==> config.mk <==
export PLATFORM = sky130hd
export DESIGN_NAME = vram_fill_responder
export DESIGN_NICKNAME = d
export VERILOG_FILES = /design/src/rtl/vram_fill_responder.sv
export SDC_FILE = /design/constraint.sdc
export NUM_CORES = 1
export LEC_CHECK = 0
export BUFFER_PORTS_ARGS = -buffer_cell sky130_fd_sc_hd__buf_4
export CORE_ASPECT_RATIO = 1.5
export CORE_UTILIZATION = 40
export DETAILED_ROUTE_END_ITERATION = 6
export HOLD_SLACK_MARGIN = 0.12
export PLACE_DENSITY_LB_ADDON = 0.25
export SYNTH_ARGS = -nofsm -noshare
export SYNTH_HDL_FRONTEND = slang
export SYNTH_SLANG_ARGS = --single-unit
==> constraint.sdc <==
create_clock -name clk -period 7.5 [get_ports clk]
set_clock_uncertainty 0.2 [all_clocks]
set_input_delay 0.375 -clock clk [delete_from_list [all_inputs] [get_ports clk]]
set_output_delay 0.375 -clock clk [all_outputs]
set_load 0.05 [all_outputs]
==> src/rtl/vram_fill_responder.sv <==
// vram_fill_responder
//   Memory-mapped rectangle fill engine. The CPU programs X/Y/W/H/COLOR and
//   writes GO. The block clips the rectangle to the screen and emits one
//   VRAM word write per 32-bit word touched on each row (8 bpp, 4 pixels per
//   word, pixel at byte offset 0 in lane 3). It then raises DONE and,
//   optionally, a level interrupt.
//
// Ports
//   clk, reset      : single clock, synchronous active-high reset
//   sel, wren_a     : CPU access strobe / write strobe (write needs sel)
//   address_a[2:0]  : register select (upper bits ignored)
//   data_a          : CPU write data
//   byteena_a       : per-lane write enables
//   q_a             : registered read data (one cycle after a sel cycle)
//   vram_addr       : VRAM word address
//   vram_data       : VRAM write data
//   vram_byteen     : VRAM lane enables
//   vram_wren       : VRAM write request
//   vram_ready      : write accepted when vram_wren & vram_ready
//   busy            : fill engine not idle
//   irq             : DONE & IRQ_EN
`timescale 1ns/1ps
module vram_fill_responder #(
    parameter logic [31:0] VRAM_BASE = 32'h0001_0000,
    parameter int unsigned SCREEN_W  = 320,
    parameter int unsigned SCREEN_H  = 240
) (
    input  logic        clk,
    input  logic        reset,
    input  logic        sel,
    input  logic [29:0] address_a,
    input  logic [31:0] data_a,
    input  logic [3:0]  byteena_a,
    input  logic        wren_a,
    output logic [31:0] q_a,
    output logic [29:0] vram_addr,
    output logic [31:0] vram_data,
    output logic [3:0]  vram_byteen,
    output logic        vram_wren,
    input  logic        vram_ready,
    output logic        busy,
    output logic        irq
);

    localparam logic [31:0] SW32 = 32'(SCREEN_W);
    localparam logic [31:0] SH32 = 32'(SCREEN_H);

    localparam logic [2:0] REG_CTRL  = 3'd0;
    localparam logic [2:0] REG_X     = 3'd1;
    localparam logic [2:0] REG_Y     = 3'd2;
    localparam logic [2:0] REG_W     = 3'd3;
    localparam logic [2:0] REG_H     = 3'd4;
    localparam logic [2:0] REG_COLOR = 3'd5;
    localparam logic [2:0] REG_COUNT = 3'd6;

    typedef enum logic [1:0] {
        ST_IDLE = 2'd0,
        ST_CLIP = 2'd1,
        ST_FILL = 2'd2,
        ST_FIN  = 2'd3
    } state_t;

    // Merge a CPU write into an existing register image, lane by lane.
    function automatic logic [31:0] merge_lanes(input logic [31:0] old_word,
                                                input logic [31:0] new_word,
                                                input logic [3:0]  be);
        logic [31:0] res;
        res = 32'd0;
        for (int i = 0; i < 4; i++) begin
            if (be[i]) begin
                res[8*i +: 8] = new_word[8*i +: 8];
            end else begin
                res[8*i +: 8] = old_word[8*i +: 8];
            end
        end
        return res;
    endfunction

    // Lane enables for one VRAM word: a lane is on when its byte lies in
    // [first, last]. Byte offset 0 maps to lane 3.
    function automatic logic [3:0] lane_mask(input logic [29:0] word,
                                             input logic [31:0] first,
                                             input logic [31:0] last);
        logic [3:0]  mask;
        logic [31:0] byte_addr;
        mask = 4'b0000;
        for (int b = 0; b < 4; b++) begin
            byte_addr   = {word, 2'(b)};
            mask[3 - b] = (byte_addr >= first) && (byte_addr <= last);
        end
        return mask;
    endfunction

    state_t      state_q, state_d;
    logic        irq_en_q, irq_en_d;
    logic        done_q, done_d;
    logic [8:0]  x_q, x_d;
    logic [7:0]  y_q, y_d;
    logic [8:0]  w_q, w_d;
    logic [7:0]  h_q, h_d;
    logic [7:0]  color_q, color_d;
    logic [16:0] count_q, count_d;
    logic [31:0] q_a_q, q_a_d;
    logic [29:0] vram_addr_q, vram_addr_d;
    logic [31:0] vram_data_q, vram_data_d;
    logic [3:0]  vram_byteen_q, vram_byteen_d;
    logic        vram_wren_q, vram_wren_d;
    logic        busy_q, busy_d;
    logic        irq_q, irq_d;
    // Byte address of the first pixel of the row being filled.
    logic [31:0] row_first_q, row_first_d;
    logic [8:0]  eff_w_q, eff_w_d;
    logic [7:0]  rows_left_q, rows_left_d;

    logic        wr_s;
    logic [2:0]  reg_idx_s;
    logic        idle_s;
    logic        ctrl_wr_s;
    logic        go_s;
    logic        done_clr_s;
    logic [31:0] rd_val_s;
    logic [31:0] wr_word_s;
    logic [31:0] rem_w_s;
    logic [31:0] rem_h_s;
    logic [8:0]  clip_w_s;
    logic [7:0]  clip_h_s;
    logic        clip_empty_s;
    logic [31:0] start_s;
    logic [31:0] row_last_s;
    logic [31:0] next_first_s;
    logic [31:0] next_last_s;
    logic [29:0] addr_inc_s;
    logic        unused_bits_s;

    assign wr_s       = sel & wren_a;
    assign reg_idx_s  = address_a[2:0];
    assign idle_s     = (state_q == ST_IDLE);
    assign ctrl_wr_s  = wr_s & (reg_idx_s == REG_CTRL) & byteena_a[0];
    assign go_s       = ctrl_wr_s & data_a[0] & idle_s;
    assign done_clr_s = ctrl_wr_s & data_a[2];
    assign wr_word_s  = merge_lanes(rd_val_s, data_a, byteena_a);

    // Clipping against the right and bottom screen edges.
    assign rem_w_s      = SW32 - {23'd0, x_q};
    assign rem_h_s      = SH32 - {24'd0, y_q};
    assign clip_w_s     = ({23'd0, w_q} < rem_w_s) ? w_q : rem_w_s[8:0];
    assign clip_h_s     = ({24'd0, h_q} < rem_h_s) ? h_q : rem_h_s[7:0];
    assign clip_empty_s = (w_q == 9'd0) || (h_q == 8'd0) ||
                          ({23'd0, x_q} >= SW32) || ({24'd0, y_q} >= SH32);
    assign start_s      = VRAM_BASE + ({24'd0, y_q} * SW32) + {23'd0, x_q};

    // Span bounds of the current row and of the row below it.
    assign row_last_s   = row_first_q + {23'd0, eff_w_q} - 32'd1;
    assign next_first_s = row_first_q + SW32;
    assign next_last_s  = next_first_s + {23'd0, eff_w_q} - 32'd1;
    assign addr_inc_s   = vram_addr_q + 30'd1;

    assign unused_bits_s = ^{address_a[29:3], wr_word_s[31:17]};

    // Read mux: current register image for the addressed register.
    always_comb begin
        rd_val_s = 32'd0;
        case (reg_idx_s)
            REG_CTRL:  rd_val_s = {29'd0, done_q, irq_en_q, busy_q};
            REG_X:     rd_val_s = {23'd0, x_q};
            REG_Y:     rd_val_s = {24'd0, y_q};
            REG_W:     rd_val_s = {23'd0, w_q};
            REG_H:     rd_val_s = {24'd0, h_q};
            REG_COLOR: rd_val_s = {24'd0, color_q};
            REG_COUNT: rd_val_s = {15'd0, count_q};
            default:   rd_val_s = 32'd0;
        endcase
    end

    // Registered read data: captured on any sel cycle, held otherwise.
    always_comb begin
        q_a_d = q_a_q;
        if (sel) begin
            q_a_d = rd_val_s;
        end else begin
            q_a_d = q_a_q;
        end
    end

    // Programmable registers; geometry and colour are frozen while busy.
    always_comb begin
        x_d      = x_q;
        y_d      = y_q;
        w_d      = w_q;
        h_d      = h_q;
        color_d  = color_q;
        irq_en_d = irq_en_q;
        if (ctrl_wr_s) begin
            irq_en_d = data_a[1];
        end else begin
            irq_en_d = irq_en_q;
        end
        if (wr_s && idle_s) begin
            case (reg_idx_s)
                REG_X:     x_d     = wr_word_s[8:0];
                REG_Y:     y_d     = wr_word_s[7:0];
                REG_W:     w_d     = wr_word_s[8:0];
                REG_H:     h_d     = wr_word_s[7:0];
                REG_COLOR: color_d = wr_word_s[7:0];
                default:   x_d     = x_q;
            endcase
        end else begin
            x_d = x_q;
        end
    end

    // Fill FSM: next state, VRAM request generation, COUNT and DONE.
    always_comb begin
        state_d       = state_q;
        done_d        = done_q;
        count_d       = count_q;
        row_first_d   = row_first_q;
        eff_w_d       = eff_w_q;
        rows_left_d   = rows_left_q;
        vram_addr_d   = vram_addr_q;
        vram_data_d   = vram_data_q;
        vram_byteen_d = vram_byteen_q;
        vram_wren_d   = vram_wren_q;

        if (done_clr_s) begin
            done_d = 1'b0;
        end else begin
            done_d = done_q;
        end

        case (state_q)
            ST_IDLE: begin
                if (go_s) begin
                    state_d = ST_CLIP;
                    done_d  = 1'b0;
                    count_d = 17'd0;
                end else begin
                    state_d = ST_IDLE;
                end
            end
            ST_CLIP: begin
                if (clip_empty_s) begin
                    state_d = ST_FIN;
                end else begin
                    eff_w_d     = clip_w_s;
                    rows_left_d = clip_h_s;
                    row_first_d = start_s;
                    state_d     = ST_FILL;
                end
            end
            ST_FILL: begin
                if (!vram_wren_q) begin
                    // First cycle of FILL: present the first word of row 0.
                    vram_addr_d   = row_first_q[31:2];
                    vram_byteen_d = lane_mask(row_first_q[31:2], row_first_q, row_last_s);
                    vram_data_d   = {4{color_q}};
                    vram_wren_d   = 1'b1;
                end else if (vram_ready) begin
                    if (count_q != 17'h1FFFF) begin
                        count_d = count_q + 17'd1;
                    end else begin
                        count_d = count_q;
                    end
                    if (vram_addr_q == row_last_s[31:2]) begin
                        if (rows_left_q == 8'd1) begin
                            state_d       = ST_FIN;
                            vram_wren_d   = 1'b0;
                            vram_addr_d   = 30'd0;
                            vram_data_d   = 32'd0;
                            vram_byteen_d = 4'b0000;
                        end else begin
                            rows_left_d   = rows_left_q - 8'd1;
                            row_first_d   = next_first_s;
                            vram_addr_d   = next_first_s[31:2];
                            vram_byteen_d = lane_mask(next_first_s[31:2], next_first_s, next_last_s);
                        end
                    end else begin
                        vram_addr_d   = addr_inc_s;
                        vram_byteen_d = lane_mask(addr_inc_s, row_first_q, row_last_s);
                    end
                end else begin
                    // Stalled: hold the request exactly as presented.
                    vram_wren_d = 1'b1;
                end
            end
            ST_FIN: begin
                done_d  = 1'b1;
                state_d = ST_IDLE;
            end
            default: begin
                state_d = ST_IDLE;
            end
        endcase

        busy_d = (state_d != ST_IDLE);
        irq_d  = done_d & irq_en_d;
    end

    // State and register update with synchronous reset.
    always_ff @(posedge clk) begin
        if (reset) begin
            state_q       <= ST_IDLE;
            irq_en_q      <= 1'b0;
            done_q        <= 1'b0;
            x_q           <= 9'd0;
            y_q           <= 8'd0;
            w_q           <= 9'd0;
            h_q           <= 8'd0;
            color_q       <= 8'd0;
            count_q       <= 17'd0;
            q_a_q         <= 32'd0;
            vram_addr_q   <= 30'd0;
            vram_data_q   <= 32'd0;
            vram_byteen_q <= 4'b0000;
            vram_wren_q   <= 1'b0;
            busy_q        <= 1'b0;
            irq_q         <= 1'b0;
            row_first_q   <= 32'd0;
            eff_w_q       <= 9'd0;
            rows_left_q   <= 8'd0;
        end else begin
            state_q       <= state_d;
            irq_en_q      <= irq_en_d;
            done_q        <= done_d;
            x_q           <= x_d;
            y_q           <= y_d;
            w_q           <= w_d;
            h_q           <= h_d;
            color_q       <= color_d;
            count_q       <= count_d;
            q_a_q         <= q_a_d;
            vram_addr_q   <= vram_addr_d;
            vram_data_q   <= vram_data_d;
            vram_byteen_q <= vram_byteen_d;
            vram_wren_q   <= vram_wren_d;
            busy_q        <= busy_d;
            irq_q         <= irq_d;
            row_first_q   <= row_first_d;
            eff_w_q       <= eff_w_d;
            rows_left_q   <= rows_left_d;
        end
    end

    assign q_a         = q_a_q;
    assign vram_addr   = vram_addr_q;
    assign vram_data   = vram_data_q;
    assign vram_byteen = vram_byteen_q;
    assign vram_wren   = vram_wren_q;
    assign busy        = busy_q;
    assign irq         = irq_q;

endmodule

==> out/metrics.json, run 1 <==
{
  "globalRouteOverflowTotal": {"value": 0},
  "worst_r2r_endpoint": {"value": "vram_byteen[1]$_SDFFE_PP0P_"},
  "sequentialPowerShare": {"value": 39.4, "unit": "%"},
  "die_area": {"value": 0.0473, "unit": "mm2"},
  "routabilityCongestion": {"value": 0.978},
  "worst_ep_arrival_time": {"value": 6.93, "unit": "ns"},
  "yosysWarnings": {"value": 0},
  "crit_fanout": {"value": 8},
  "synth-async-reset-ratio": {"value": 0, "unit": "%"},
  "status": {"value": "completed"},
  "clockBufferDepth": {"value": 2},
  "initial_antenna_violation_count": {"value": 0},
  "placement_rows": {"value": 96},
  "power.share.switching": {"value": 31.3, "unit": "%"},
  "reg2reg_from": {"value": "row_first_q[1]$_SDFFE_PP0P_"},
  "fmaxAchievable": {"value": 148, "unit": "MHz"},
  "critPathLaunchType": {"value": "register"},
  "synth_cell_type_count": {"value": 101},
  "worst_ir_drop_vdd": {"value": 0.000191, "unit": "V"},
  "hpwl": {"value": 52.8, "unit": "mm"},
  "antenna_violating_nets_post_route": {"value": 0},
  "seq_area_frac_synth": {"value": 18.8, "unit": "%"},
  "vias_in_the_first_global_route": {"value": 18100},
  "clk_pin_slew": {"value": 0.07, "unit": "ns"},
  "cts_sinks": {"value": 174},
  "wl_met1": {"value": 25.1, "unit": "mm"},
  "holdPathStages": {"value": 5},
  "reg2reg_slack": {"value": 0.73, "unit": "ns"},
  "power_report.internal_total": {"value": 1640, "unit": "uW"},
  "fill_cells": {"value": 4715},
  "ys_seq_elements": {"value": 174},
  "drt-vias-per-instance": {"value": 6.09},
  "area_growth_syn_to_layout": {"value": 8.96, "unit": "%"},
  "total_power": {"value": 2390, "unit": "uW"},
  "cellPowerDensity": {"value": 118, "unit": "mW/mm2"},
  "drt_iter0_drc": {"value": 1327},
  "timing.final.crit_share": {"value": 90.3, "unit": "%"},
  "timing.hold.worst.class": {"value": "primary input to register"},
  "worst_slew_pin_slew": {"value": 1.23, "unit": "ns"},
  "cts_setup_buffers": {"value": 0},
  "route.final.wire_length": {"value": 67.5, "unit": "mm"},
  "power.leakage": {"value": 0.00903, "unit": "uW"},
  "rsz0062_at_grt": {"value": "no"},
  "insertedDiodeCount": {"value": 0},
  "placeable_core_region": {"value": 0.0458, "unit": "mm2"},
  "met3_length": {"value": 3.04, "unit": "mm"},
  "remaining_drc_errors": {"value": 0},
  "fin_crit": {"value": 6.77, "unit": "ns"},
  "synth_top_flop_cell": {"value": "sky130_fd_sc_hd__dfxtp_1"},
  "grt_start_max_net_pins": {"value": 68},
  "logic_gate_share_of_total_power": {"value": 20.3, "unit": "%"},
  "cts_root_buf": {"value": "sky130_fd_sc_hd__clkbuf_16"},
  "worst_setup_path_end_kind": {"value": "register"},
  "drv_cap": {"value": 0},
  "start_util": {"value": 40.6, "unit": "%"},
  "met2_length": {"value": 34.3, "unit": "mm"},
  "critical_path_required": {"value": 7.66, "unit": "ns"},
  "routed-via-count": {"value": 18600},
  "accumulated_negative_setup_slack": {"value": 0, "unit": "ns"},
  "chip_height": {"value": 266, "unit": "um"},
  "ios": {"value": 172},
  "min-delay-start": {"value": "data_a[1]"},
  "holdPathEnd": {"value": "irq_en_q$_SDFF_PP0_"},
  "clock_power_share": {"value": 40.4, "unit": "%"},
  "timing.setup.critical_path_class": {"value": "register to register"},
  "worstSetupStartpoint": {"value": "row_first_q[1]$_SDFFE_PP0P_"},
  "grt_first_pass_wirelength": {"value": 103, "unit": "mm"},
  "floorplan.die.width": {"value": 178, "unit": "um"},
  "numPortBuffers": {"value": 104},
  "postSynthCellCount": {"value": 2433},
  "r2r_cells": {"value": 25},
  "report.final.hold_viol_count": {"value": 0},
  "share_of_layout_cells_above_drive_strength_1": {"value": 9.63, "unit": "%"},
  "net-switching-power": {"value": 749, "unit": "uW"},
  "slew_violations": {"value": 0},
  "number_of_enable_flip_flop_cells_after_synthesis": {"value": 0},
  "synthesis.area": {"value": 0.0186, "unit": "mm2"},
  "num-nets-final": {"value": 2757},
  "wl_per_cell": {"value": 22.1, "unit": "um"},
  "postSynthAreaPerCell": {"value": 7.63, "unit": "um2"},
  "htree_num_levels": {"value": 4},
  "cts_tree": {"value": "yes"},
  "highest_layer": {"value": "met4"},
  "grt_use_total": {"value": 28.5, "unit": "%"},
  "worst_skew_pair.late_latency": {"value": 0.47, "unit": "ns"},
  "timing.hold.ws": {"value": 0.165, "unit": "ns"},
  "drt-pass1-iter-count": {"value": 5},
  "setup_viol_count_final": {"value": 0},
  "cts_made_buffers": {"value": 17},
  "relSlewSlack": {"value": 17.3, "unit": "%"}
}
==> power groups by stage <==
stage	registers (uW)	clock network, uW	logic (uW)
after global routing	942	1010	521
final	942	965	484
after CTS	942	974	476
after global placement	963	0	469
after floorplan	969	0	333
after detailed placement	963	0	473
==> worst max path at each step <==
| stage | to | slack, ns | cells past startpoint |
|---|---|---|---|
| after global placement | vram_byteen[2]$_SDFFE_PP0P_ | 0.78 | 28 |
| final | vram_byteen[1]$_SDFFE_PP0P_ | 0.73 | 25 |
| after global routing | vram_byteen[1]$_SDFFE_PP0P_ | 0.25 | 26 |
| after CTS | vram_byteen[1]$_SDFFE_PP0P_ | 0.64 | 26 |
| after detailed placement | vram_byteen[1]$_SDFFE_PP0P_ | 0.70 | 26 |
| after floorplan | vram_byteen[2]$_SDFFE_PP0P_ | 1.46 | 26 |
==> critical path: stages (launching register included) <==
cell	delay [ns]
sky130_fd_sc_hd__dfxtp_1	0.50
sky130_fd_sc_hd__inv_1	0.11
sky130_fd_sc_hd__ha_1	0.29
sky130_fd_sc_hd__inv_1	0.04
sky130_fd_sc_hd__ha_1	0.24
sky130_fd_sc_hd__fa_1	0.49
sky130_fd_sc_hd__a21oi_1	0.44
sky130_fd_sc_hd__o21a_1	0.36
sky130_fd_sc_hd__o41a_1	0.26
sky130_fd_sc_hd__a21oi_1	0.10
sky130_fd_sc_hd__a221oi_2	0.25
sky130_fd_sc_hd__buf_4	0.21
sky130_fd_sc_hd__o211a_1	0.25
sky130_fd_sc_hd__o21a_1	0.19
sky130_fd_sc_hd__o21ai_0	0.23
sky130_fd_sc_hd__a21o_1	0.25
sky130_fd_sc_hd__a21oi_1	0.18
sky130_fd_sc_hd__xor2_1	0.09
sky130_fd_sc_hd__ha_1	0.30
sky130_fd_sc_hd__nand4_1	0.09
sky130_fd_sc_hd__nor2_1	0.22
sky130_fd_sc_hd__and3_2	0.28
sky130_fd_sc_hd__nor4b_1	0.56
sky130_fd_sc_hd__a21oi_1	0.15
sky130_fd_sc_hd__nor4_1	0.27
sky130_fd_sc_hd__nor3b_1	0.08
==> cell usage after synthesis, types with 23 or more instances <==
cell type	n	area, um2
sky130_fd_sc_hd__o21a_1	23	173
sky130_fd_sc_hd__nor2_1	219	822
sky130_fd_sc_hd__mux2i_1	25	250
sky130_fd_sc_hd__o211ai_1	27	203
sky130_fd_sc_hd__o21ai_0	110	551
sky130_fd_sc_hd__a21o_1	86	646
sky130_fd_sc_hd__a211oi_1	44	330
sky130_fd_sc_hd__a31oi_1	34	213
sky130_fd_sc_hd__buf_4	44	330
sky130_fd_sc_hd__ha_1	234	2930
sky130_fd_sc_hd__a21oi_1	181	906
sky130_fd_sc_hd__xor2_1	56	490
sky130_fd_sc_hd__nand3_1	91	455
sky130_fd_sc_hd__inv_1	142	533
sky130_fd_sc_hd__dfxtp_1	174	3480
sky130_fd_sc_hd__a22oi_1	23	173
sky130_fd_sc_hd__nor3_1	50	250
sky130_fd_sc_hd__clkbuf_1	86	323
sky130_fd_sc_hd__and3_1	31	194
sky130_fd_sc_hd__nand4_1	64	400
sky130_fd_sc_hd__nor4_1	25	156
sky130_fd_sc_hd__nand2_1	225	845
sky130_fd_sc_hd__xnor2_1	98	858
sky130_fd_sc_hd__nor2b_1	25	156
==> metrics by stage <==
step                cells  cell area (um2)  utilization [%]  setup WS, ns
finish               3050            20200             44.2         0.731
global route         3050            20200             44.2         0.253
CTS                  3050            20200             44.2         0.639
detailed placement   3017            19600             42.8         0.696
global placement     3017            19600             42.8         0.784
floorplan            2447            18600                -          1.46
==> registers in the layout, summed over array words and instances (netlist names) <==
| register | cells |
|---|---|
| busy | 1 |
| color_q | 8 |
| count_q | 17 |
| done_q | 1 |
| eff_w_q | 9 |
| h_q | 8 |
| irq | 1 |
| irq_en_q | 1 |
| q_a | 17 |
| row_first_q | 32 |
| rows_left_q | 8 |
| state_q | 2 |
| vram_addr | 30 |
| vram_byteen | 4 |
| vram_data | 8 |
| vram_wren | 1 |
| w_q | 9 |
| x_q | 9 |
| y_q | 8 |
==> logic make-up after synthesis <==
kind of cell	Yosys count	share of synthesized area (%)
adders and majority gates	237	16.1
and+or+nand+nor	834	21.9
muxes	39	2.26
other	1	0.0202
buffers and inverters	298	7.19
AOI/OAI and AO/OA	684	25.1
DFF	174	18.8
xor gates and xnor gates	166	8.70
==> routing by layer <==
layer,global-route usage (%),vias up
met5,0,-
met4,20.1,0
met3,3.38,222
met2,51.5,646
met1,30.4,8844
li1,-,8856
==> final cells by class <==
| cell class | count | area, um2 | area share [%] |
|---|---|---|---|
| Multi-Input combinational cell | 1975 | 13800 | 68.3 |
| Sequential cell | 174 | 3480 | 17.2 |
| Timing Repair Buffer | 136 | 1020 | 5.06 |
| Tap cell | 588 | 736 | 3.64 |
| Inverter | 145 | 544 | 2.69 |
| Clock buffer | 18 | 439 | 2.17 |
| Clock inverter | 14 | 180 | 0.891 |
==> placed cells by master, fill, tap and decap left out, drive strengths merged, types with 23 or more instances in the layout <==
master | netlist | final
o21a | 23 | 23
nor2b | 25 | 25
ha | 234 | 234
nand3 | 92 | 92
a21oi | 184 | 184
a22oi | 24 | 24
nand4 | 64 | 64
a211oi | 50 | 50
nand2 | 227 | 227
xnor2 | 99 | 99
o211ai | 28 | 28
a21o | 86 | 86
xor2 | 56 | 56
mux2i | 25 | 25
o21ai | 115 | 115
a31oi | 35 | 35
nor2 | 221 | 221
inv | 143 | 147
dfxtp | 174 | 174
nor3 | 58 | 58
nor4 | 25 | 25
buf | 66 | 135
and3 | 32 | 32
==> what timing repair did <==
item                       4_1_cts  5_1_grt
hold endpoints to repair         2        0
gates resized for setup          0        1
setup endpoints to repair        0        1
hold buffers                     1        0
Power figures use the tool's default switching activity.
==> run 2: changes to the inputs <==
- clock period: 7.5 -> 6 ns (I/O delays scaled with it)
==> run 2 against run 1 <==
Register-to-register slack lost 0.57 ns. Sequential cell count is the same. Global-route usage grew 0.48 points. Sequential share of layout area shrank 0.73 points. Critical path type unchanged. Critical endpoint unchanged. Highest routed layer unchanged.
==> out/metrics.json, run 2 (same netlist as run 1, synthesis figures left out) <==
{
  "dpl-instance-area": {"value": 0.0204, "unit": "mm2", "change": "+4.0%"},
  "wl_per_cell": {"value": 21.8, "unit": "um", "change": "-1.5%"},
  "register_ranked_first_by_flip_flop_count": {"value": "row_first_q"},
  "share_of_layout_cells_above_drive_strength_1": {"value": 13.7, "unit": "%", "change": "+4.1 points"},
  "design_area": {"value": 0.0211, "unit": "mm2", "change": "+4.5%"},
  "timing.setup.critical_path_class": {"value": "register to register"},
  "fin_crit": {"value": 5.84, "unit": "ns", "change": "-0.925 ns"},
  "timing.hold.worst.class": {"value": "primary input to register"},
  "accumulated_negative_setup_slack": {"value": 0, "unit": "ns", "change": "unchanged"},
  "critPathLaunchType": {"value": "register"},
  "worst_setup_path_end_kind": {"value": "register"},
  "fin_ws": {"value": 0.156, "unit": "ns", "change": "-0.575 ns"},
  "power.leakage": {"value": 0.00956, "unit": "uW", "change": "+5.9%"},
  "hpwl": {"value": 55.0, "unit": "mm", "change": "+4.1%"},
  "die_area": {"value": 0.0473, "unit": "mm2", "change": "unchanged"},
  "remaining_drc_errors": {"value": 0, "change": "unchanged"},
  "fmaxAchievable": {"value": 171, "unit": "MHz", "change": "+16%"},
  "critical_path_required": {"value": 6.15, "unit": "ns", "change": "-1.51 ns"},
  "met3_length": {"value": 2.64, "unit": "mm", "change": "-13%"},
  "finished_core_util": {"value": 46.2, "unit": "%", "change": "+2.0 points"},
  "numPortBuffers": {"value": 104, "change": "unchanged"},
  "num-nets-final": {"value": 2861, "change": "+3.8%"},
  "worst_ep_arrival_time": {"value": 5.99, "unit": "ns", "change": "-0.94 ns"},
  "worst_skew_pair.late_latency": {"value": 0.46, "unit": "ns", "change": "about the same"},
  "timing.hold.ws": {"value": 0.176, "unit": "ns", "change": "+0.0114 ns"},
  "placement_rows": {"value": 96, "change": "unchanged"},
  "route.final.wire_length": {"value": 68.8, "unit": "mm", "change": "+1.9%"},
  "drt-pass1-iter-count": {"value": 5, "change": "unchanged"},
  "cts_root_buf": {"value": "sky130_fd_sc_hd__clkbuf_16"},
  "highest_layer": {"value": "met4"},
  "clockBufferDepth": {"value": 2, "change": "unchanged"},
  "wl_met1": {"value": 25.7, "unit": "mm", "change": "+2.2%"},
  "cellPowerDensity": {"value": 142, "unit": "mW/mm2", "change": "+20%"},
  "grt_start_max_net_pins": {"value": 71, "change": "+4.4%"},
  "relSlewSlack": {"value": 11.9, "unit": "%", "change": "-5.4 points"},
  "area_growth_syn_to_layout": {"value": 13.9, "unit": "%"},
  "htree_num_levels": {"value": 4, "change": "unchanged"},
  "rsz0062_at_grt": {"value": "no"},
  "drt_iter0_drc": {"value": 1264, "change": "-4.7%"},
  "worst_ir_drop_vdd": {"value": 0.000209, "unit": "V", "change": "+9.8%"},
  "globalRouteOverflowTotal": {"value": 0, "change": "unchanged"},
  "grt_first_pass_wirelength": {"value": 105, "unit": "mm", "change": "+1.3%"},
  "ios": {"value": 172, "change": "unchanged"},
  "setup_viol_count_final": {"value": 0, "change": "unchanged"},
  "cts_tree": {"value": "yes"},
  "status": {"value": "completed"},
  "worst_slew_pin_slew": {"value": 1.31, "unit": "ns", "change": "+0.0800 ns"},
  "report.final.hold_viol_count": {"value": 0, "change": "unchanged"},
  "floorplan.die.width": {"value": 178, "unit": "um", "change": "unchanged"},
  "grt_use_total": {"value": 29.0, "unit": "%", "change": "+0.48 points"},
  "slew_violations": {"value": 0, "change": "unchanged"},
  "start_util": {"value": 40.6, "unit": "%", "change": "unchanged"},
  "clk_pin_slew": {"value": 0.07, "unit": "ns", "change": "about the same"},
  "initial_antenna_violation_count": {"value": 0, "change": "unchanged"},
  "vias_in_the_first_global_route": {"value": 18400, "change": "+1.9%"},
  "cts_made_buffers": {"value": 17, "change": "unchanged"},
  "drv_cap": {"value": 0, "change": "unchanged"},
  "routed-via-count": {"value": 18900, "change": "+1.7%"},
  "cts_sinks": {"value": 174, "change": "unchanged"},
  "insertedDiodeCount": {"value": 0, "change": "unchanged"},
  "timing.final.crit_share": {"value": 97.4, "unit": "%", "change": "+7.1 points"},
  "dpl_ws": {"value": 0.0309, "unit": "ns", "change": "-0.665 ns"},
  "largest_register_ff_count": {"value": 32, "change": "unchanged"},
  "commonest_cells_after_routing_fill_and_taps_aside": {"value": "232 x sky130_fd_sc_hd__buf_4, 231 x sky130_fd_sc_hd__ha_1, 225 x sky130_fd_sc_hd__nand2_1"},
  "chip_height": {"value": 266, "unit": "um", "change": "unchanged"},
  "crit_fanout": {"value": 12, "change": "+4"},
  "antenna_violating_nets_post_route": {"value": 0, "change": "unchanged"},
  "routabilityCongestion": {"value": 0.979, "change": "+0.10%"},
  "placeable_core_region": {"value": 0.0458, "unit": "mm2", "change": "unchanged"},
  "drt-vias-per-instance": {"value": 5.99, "change": "-1.6%"},
  "cts_setup_buffers": {"value": 0, "change": "unchanged"},
  "met2_length": {"value": 35.2, "unit": "mm", "change": "+2.8%"},
  "layout.cells.most_common": {"value": "sky130_fd_sc_hd__buf_4"}
}
## run 2: cell types whose count changed in the layout (fill, tap and decap cells not counted), sizes merged
| cell | change |
|---|---|
| dlygate4sd3 | +4 |
| bufinv | -1 |
| buf | +100 |
| inv | +1 |
## run 2: critical path, stage by stage (launching register included)
cell and delay (ns):
sky130_fd_sc_hd__dfxtp_1 0.34, sky130_fd_sc_hd__buf_4 0.17, sky130_fd_sc_hd__inv_1 0.07, sky130_fd_sc_hd__ha_1 0.30
sky130_fd_sc_hd__inv_1 0.04, sky130_fd_sc_hd__ha_1 0.22, sky130_fd_sc_hd__buf_4 0.19, sky130_fd_sc_hd__o21a_1 0.22
sky130_fd_sc_hd__o211a_1 0.23, sky130_fd_sc_hd__o21a_1 0.20, sky130_fd_sc_hd__o21ai_1 0.47, sky130_fd_sc_hd__buf_4 0.20
sky130_fd_sc_hd__and2_1 0.27, sky130_fd_sc_hd__xor2_1 0.15, sky130_fd_sc_hd__buf_4 0.18, sky130_fd_sc_hd__ha_1 0.30
sky130_fd_sc_hd__nand4_1 0.13, sky130_fd_sc_hd__nor2_1 0.12, sky130_fd_sc_hd__inv_1 0.07, sky130_fd_sc_hd__nor3_1 0.21
sky130_fd_sc_hd__and4_1 0.30, sky130_fd_sc_hd__nand3_1 0.20, sky130_fd_sc_hd__o21ai_0 0.30, sky130_fd_sc_hd__o21ai_0 0.14
sky130_fd_sc_hd__a211o_1 0.31, sky130_fd_sc_hd__o211ai_1 0.09, sky130_fd_sc_hd__nor3b_1 0.07
## run 2: final cells by class
type,instances,area (um2)
Clock inverter,14,156
Inverter,145,544
Tap cell,588,736
Fill cell,4593,24600
Multi-Input combinational cell,1975,13900
Sequential cell,174,3490
Timing Repair Buffer,240,1850
Clock buffer,18,439
## run 2: power breakdown
part           total, uW  leakage [uW]  switching (uW)  internal, uW
clock               1170      0.000286             535           632
combinational        648       0.00787             403           245
sequential          1180       0.00140            13.6          1160
## run 2: timing repair
item / in CTS / in global routing
pin swaps: 0 / 9
hold buffers: 5 / 0
resized for setup: 1 / 22
hold endpoints to repair: 14 / 0
endpoints found under the setup margin: 1 / 4
## run 2: path summary, 6_finish.rpt
kind	from	to	slack (ns)	depth (start not counted)
max	row_first_q[6]$_SDFFE_PP0P_	vram_byteen[1]$_SDFFE_PP0P_	0.16	26
min	data_a[7]	h_q[7]$_SDFFE_PP0P_	0.18	3
max reg2reg	row_first_q[6]$_SDFFE_PP0P_	vram_byteen[1]$_SDFFE_PP0P_	0.16	26
min reg2reg	q_a[1]$_SDFFE_PP0P_	q_a[1]$_SDFFE_PP0P_	0.29	2
## run 2: per-stage QoR
step / cells / power, uW
finish: 3154 / 2990
global placement: 3117 / 1820
global route: 3154 / 3100
detailed placement: 3117 / 1830
floorplan: 2447 / 1630
CTS: 3154 / 2990
## run 2: layer usage
layer,up-vias,GRT usage [%]
li1,9072,-
met1,8982,30.5
met2,618,52.3
met3,215,3.21
met4,0,21.8
met5,-,0
